<file path="config.mk">
export PLATFORM = sky130hd
export DESIGN_NAME = ext_buffered
export DESIGN_NICKNAME = d
export VERILOG_FILES = /design/src/rtl/ext_buffered.sv
export SDC_FILE = /design/constraint.sdc
export NUM_CORES = 1
export LEC_CHECK = 0
export CORE_ASPECT_RATIO = 1.25
export CORE_MARGIN = 1.5
export CORE_UTILIZATION = 51
export CTS_CLUSTER_DIAMETER = 60
export CTS_CLUSTER_SIZE = 28
export DETAILED_ROUTE_END_ITERATION = 10
export GPL_TIMING_DRIVEN = 0
export PLACE_DENSITY_LB_ADDON = 0.1
export REMOVE_ABC_BUFFERS = 1
export SYNTH_ARGS = -nofsm -noshare
export SYNTH_HDL_FRONTEND = slang
export SYNTH_SLANG_ARGS = --single-unit
</file>
<file path="constraint.sdc">
create_clock -name clk -period 2.55 [get_ports clk]
set_clock_uncertainty 0.15 [all_clocks]
set_input_delay 0.51 -clock clk [delete_from_list [all_inputs] [get_ports clk]]
set_output_delay 0.51 -clock clk [all_outputs]
set_load 0.05 [all_outputs]
</file>
<file path="src/rtl/ext_buffered.sv">
// Integer width converter (zero-extend / sign-extend / truncate) with a two-slot elastic output buffer.
// Latency: 1 cycle from acceptance to outs when empty; sustains 1 token/cycle while outs_ready=1.
// Backpressure: a skid register absorbs one token after outs_ready drops; ins_ready falls once the skid is full.
//
// Ports:
//   clk        : clock, all state updates on the rising edge
//   rst        : synchronous active-low reset
//   ins        : input data (INPUT_TYPE bits)
//   ins_valid  : input token valid
//   ins_ready  : block can accept a token (low during reset and while the skid holds data)
//   outs       : converted data from the main register (OUTPUT_TYPE bits)
//   outs_valid : main register holds a token
//   outs_ready : consumer accepts the token on outs
module ext_buffered #(
  parameter int INPUT_TYPE  = 32,
  parameter int OUTPUT_TYPE = 64,
  parameter int EXT_MODE    = 0
) (
  input  logic                   clk,
  input  logic                   rst,
  input  logic [INPUT_TYPE-1:0]  ins,
  input  logic                   ins_valid,
  output logic                   ins_ready,
  output logic [OUTPUT_TYPE-1:0] outs,
  output logic                   outs_valid,
  input  logic                   outs_ready
);

  logic [OUTPUT_TYPE-1:0] conv_dat;

  // Width conversion is purely combinational on ins; only converted values are stored.
  generate
    if (INPUT_TYPE < 1 || OUTPUT_TYPE < 1 || EXT_MODE < 0 || EXT_MODE > 2 ||
        (EXT_MODE < 2 && OUTPUT_TYPE < INPUT_TYPE) ||
        (EXT_MODE == 2 && OUTPUT_TYPE > INPUT_TYPE)) begin : g_illegal
      $error("ext_buffered: illegal INPUT_TYPE/OUTPUT_TYPE/EXT_MODE combination");
      assign conv_dat = '0;
    end else if (OUTPUT_TYPE == INPUT_TYPE) begin : g_pass
      assign conv_dat = ins;
    end else if (EXT_MODE == 2) begin : g_trunc
      logic unused_hi;
      assign unused_hi = ^ins[INPUT_TYPE-1:OUTPUT_TYPE];
      assign conv_dat  = ins[OUTPUT_TYPE-1:0];
    end else if (EXT_MODE == 1) begin : g_sext
      assign conv_dat = {{(OUTPUT_TYPE-INPUT_TYPE){ins[INPUT_TYPE-1]}}, ins};
    end else begin : g_zext
      assign conv_dat = {{(OUTPUT_TYPE-INPUT_TYPE){1'b0}}, ins};
    end
  endgenerate

  logic                   main_valid_q, main_valid_d;
  logic                   skid_valid_q, skid_valid_d;
  logic [OUTPUT_TYPE-1:0] main_dat_q,   main_dat_d;
  logic [OUTPUT_TYPE-1:0] skid_dat_q,   skid_dat_d;
  logic                   ins_fire;
  logic                   outs_fire;

  // ins_ready depends only on rst and a register, never on outs_ready.
  assign ins_ready  = rst & ~skid_valid_q;
  assign outs_valid = main_valid_q;
  assign outs       = main_dat_q;

  assign ins_fire  = ins_valid & ins_ready;
  assign outs_fire = main_valid_q & outs_ready;

  always_comb begin
    main_valid_d = main_valid_q;
    skid_valid_d = skid_valid_q;
    main_dat_d   = main_dat_q;
    skid_dat_d   = skid_dat_q;
    if (skid_valid_q) begin
      // FULL: input is blocked; draining main promotes the skid token.
      if (outs_fire) begin
        main_dat_d   = skid_dat_q;
        skid_valid_d = 1'b0;
      end
    end else if (main_valid_q) begin
      if (ins_fire && outs_fire) begin
        main_dat_d = conv_dat;
      end else if (outs_fire) begin
        main_valid_d = 1'b0;
      end else if (ins_fire) begin
        // Consumer stalled: park the newcomer in the skid so main stays stable.
        skid_valid_d = 1'b1;
        skid_dat_d   = conv_dat;
      end
    end else if (ins_fire) begin
      main_valid_d = 1'b1;
      main_dat_d   = conv_dat;
    end
  end

  always_ff @(posedge clk) begin
    if (!rst) begin
      main_valid_q <= 1'b0;
      skid_valid_q <= 1'b0;
      main_dat_q   <= '0;
      skid_dat_q   <= '0;
    end else begin
      main_valid_q <= main_valid_d;
      skid_valid_q <= skid_valid_d;
      main_dat_q   <= main_dat_d;
      skid_dat_q   <= skid_dat_d;
    end
  end

endmodule

</file>
# Word-level counts from Yosys, hierarchy flattened
# Index checks and enable logic that the tools add are counted.
# word_totals
register_bits,98
output_inout_bits,66
word_cells,29
# op_classes
n_mux,13
reduce_logical,4
bitwise_logic,6
n_eq_ne,2
# ops
operator,n
2-to-1 mux 64 bit,5
2-to-1 mux 1 bit,8
AND reduction 5 bit,1
bitwise AND 1 bit,3
inequality test 3 x 1 -> 1 bit (second input constant),1
inverter 1 bit,3
AND reduction 3 bit,1
nonzero test 3 bit,1
inequality test 2 x 1 -> 1 bit (second input constant),1
logical AND 1 bit,1

# Longest topological paths before layout
# depth
word_depth,8
mapped_depth,6
depth_no_buf,3

# Worst setup path before layout
# Ideal clock, no wire load.
# synth_path
path_type,in2out
from,input port rst
to,output port ins_ready
path_stages,3
n_path_buf,2
t_arrival_ps,1647
slack_ps,243
path_cell_list,buf_2 -> clkbuf_1 -> nor2b_1
# synth_via
elab_chain_cells,1
# synth_lines
element,line_no,source
"start, declared",20,"input logic rst,"
bitwise AND 1 bit,59,assign ins_ready = rst & ~skid_valid_q;
"end, declared",23,"output logic ins_ready,"
# Every way passes these cells.

# Final worst setup path
# layout_path
from,register skid_valid_q
to,output port ins_ready
# layout_via
elab_chain_cells,2
# layout_lines
element,line_no,source
"start, declared",52,"logic skid_valid_q, skid_valid_d;"
"start signal, assigned",101,skid_valid_q <= skid_valid_d;
inverter 1 bit (no source line),-,
bitwise AND 1 bit,59,
# Every way passes these cells.

==> impl_metrics.py <==
metrics = {
    "status": {
        "status": "complete, no violations",
    },
    "final_layout": {
        "stdcell_area_mm2": 0.00412,
        "diodes": 0,
        "drive_gt1_share_pct": 13.2,
        "syn_to_final_growth_pct": 24.4,
        "final_core_util_pct": 66.4,
        "nNetsFinal": 455,
        "fin_cells": 509,
    },
    "detailed_routing": {
        "vias": 2669,
        "dr.pass1.iters": 4,
        "drt_iter0_drc": 130,
        "routed_wl_um": 7100,
        "drcViolationCount": 0,
        "via_per_inst": 5.24,
        "final_antenna_net_count": 0,
        "wl_per_cell_um": 13.9,
    },
    "cts": {
        "root_buffer": "clkbuf_8",
        "cts_hold_buf": 0,
        "cts_tree": "built",
        "htreeDepth": 3,
        "cts_buffers": 9,
        "worstSkewPairLatency_ps": 340,
        "clockBufferDepth": 2,
        "cts_sinks": 66,
        "path_clk_slew_ps": 70,
    },
    "setup_path": {
        "cp-start-kind": "flip-flop",
        "crit_fanout": 49,
        "crit_arrival_ps": 1630,
        "path_class": "flip-flop to output port",
        "end_kind": "output port",
        "worstPathRequired_ps": 1890,
    },
    "synth": {
        "yosys_warnings": 0,
        "syn_area_per_cell_um2": 8.88,
        "ys_ff_latch": 66,
        "yosysSeqAreaShare_pct": 39.9,
        "yosysUniqueCellTypes": 22,
        "synthesis.area_mm2": 0.00331,
        "syn_inst": 373,
    },
    "timing": {
        "worst_pin_slew_ps": 1250,
        "finalHoldViolCount": 0,
        "fmax_ghz": 0.436,
        "finalCritPeriodShare_pct": 90.0,
        "slew_headroom_pct": 16.4,
        "slew_violations": 0,
        "rsz0062_at_grt": "no",
        "period_needed_ps": 2290,
        "finalSetupViolations": 0,
    },
    "floorplanning": {
        "die_w_um": 75.1,
        "die_area_mm2": 0.00699,
        "core_mm2": 0.00621,
        "die_h_um": 93.1,
        "start_util_pct": 53.3,
        "io_pins": 102,
        "rows": 32,
    },
    "global_routing": {
        "antenna_found_initial": 0,
        "overflow": 0,
        "grt_pass1_wl_um": 11700,
        "track_usage_pct": 21.9,
        "grt_max_degree": 102,
        "first_global_vias": 2411,
    },
    "power_and_ir_drop": {
        "peakVddDrop_mv": 0.343,
        "p_per_area_mw_per_mm2": 682,
        "leakagePower_nw": 1.82,
    },
    "place": {
        "placed_cells": 492,
        "place_area_mm2": 0.00384,
        "dp_hpwl_um": 4040,
        "io_buffers": 69,
        "place.gp.congestion": 0.728,
    },
    "min_path": {
        "min_path_type": "flip-flop to flip-flop",
    },
    "job": {
        "max-cap-violations": 0,
    },
}
==> kinds of logic (layout without fill, tap and decap cells) <==
kind of cell           after synthesis  count (layout)  share of synthesized area [%]
buffers and inverters               69              89                           13.0
other                                1              32                          0.113
multiplexers                        64              64                           20.6
AND/OR/NAND/NOR                    136             136                           17.0
AO/OA/AOI/OAI                       37              37                           9.37
flip-flops                          66              66                           39.9
==> timing repair <==
item                                    4_1_cts  5_1_grt
endpoints found under the setup margin       51        0
resized for setup                             9        0
setup buffers                                 0        0
==> cells in the mapped netlist <==
master | instances | area, um2
a21boi_0 | 1 | 7.51
or2_1 | 1 | 6.26
nand3_1 | 32 | 160
inv_1 | 1 | 3.75
clkbuf_1 | 20 | 75.1
buf_1 | 2 | 7.51
nand2_1 | 99 | 372
buf_4 | 33 | 248
a21oi_1 | 2 | 10.0
o311ai_0 | 32 | 280
buf_2 | 8 | 40.0
nor2b_1 | 1 | 6.26
and4b_1 | 1 | 10.0
conb_1 | 1 | 3.75
nor2_1 | 1 | 3.75
mux2_2 | 32 | 360
buf_6 | 5 | 56.3
dfxtp_1 | 66 | 1320
nand2b_1 | 1 | 6.26
a21o_1 | 1 | 7.51
o21ai_0 | 1 | 5.00
mux2i_1 | 32 | 320
==> report_power, final <==
part | internal [mW] | leakage [nW] | total (mW) | switching, mW
Clock | 0.700 | 0.129 | 1.10 | 0.400
Combinational | 0.206 | 1.15 | 0.597 | 0.391
Sequential | 1.08 | 0.537 | 1.11 | 0.0311
==> cells in the final DEF, fill, tap and decap left out <==
cell type / count
buf_8: 1
nor2_1: 1
and4b_1: 1
nand2_1: 99
clkbuf_8: 11
dfxtp_4: 1
clkdlybuf4s50_1: 66
mux2i_1: 32
bufinv_16: 3
nand2b_1: 1
o311ai_0: 32
buf_12: 1
nor2b_1: 1
clkinv_2: 2
o21ai_0: 1
conb_1: 32
clkdlybuf4s15_2: 1
a21oi_1: 2
buf_16: 1
dlygate4sd2_1: 1
a21o_2: 1
dfxtp_1: 65
mux2_2: 32
nand3_1: 32
or2_1: 1
a21boi_0: 1
clkinvlp_4: 2
==> state kept, by name, summed over array words and instances (netlist names) <==
register / cells
outs: 32
skid_dat_q: 32
outs_valid: 1
skid_valid_q: 1
==> stage by stage <==
step	setup WS (ps)	hold slack, ps	power (mW)	TNS (ps)
final	255	311	2.81	0
after global placement	-2600	293	1.72	-166920
after global routing	56.3	328	2.92	0
after floorplan	-576	302	1.52	-18560
after detailed placement	-878	300	1.73	-37210
after CTS	238	313	2.83	0
==> metal layers <==
metal / up-vias / GRT usage (%) / routed length [um]
li1: 1335 / - / -
met1: 1250 / 28.5 / 3190
met2: 76 / 34.8 / 3490
met3: 8 / 3.88 / 320
met4: 0 / 9.55 / 99
met5: - / 0 / 0
==> worst max-delay path, stage by stage, from the launching register on <==
cell	delay (ps)
dfxtp_4	430
buf_12	220
nor2b_1	110
dlygate4sd2_1	530
==> final timing paths <==
check                from       endpoint  slack, ps  cells after the start
max          skid_valid_q      ins_ready        260                      3
min              outs[24]       outs[24]        310                      2
max reg2reg  skid_valid_q  skid_dat_q[4]        280                      4
min reg2reg      outs[24]       outs[24]        310                      2
==> layout make-up <==
| cell class | instances | area [um2] |
|---|---|---|
| clock buffers | 11 | 151 |
| clock inverters | 5 | 100 |
| fillers | 530 | 2090 |
| inverters | 1 | 7.51 |
| multi-input cells | 269 | 1680 |
| flip-flops and latches | 66 | 1330 |
| well taps | 85 | 106 |
| repair buffers | 71 | 743 |
| repair inverters | 1 | 7.51 |
No activity file was read; power rests on OpenSTA's default activity.
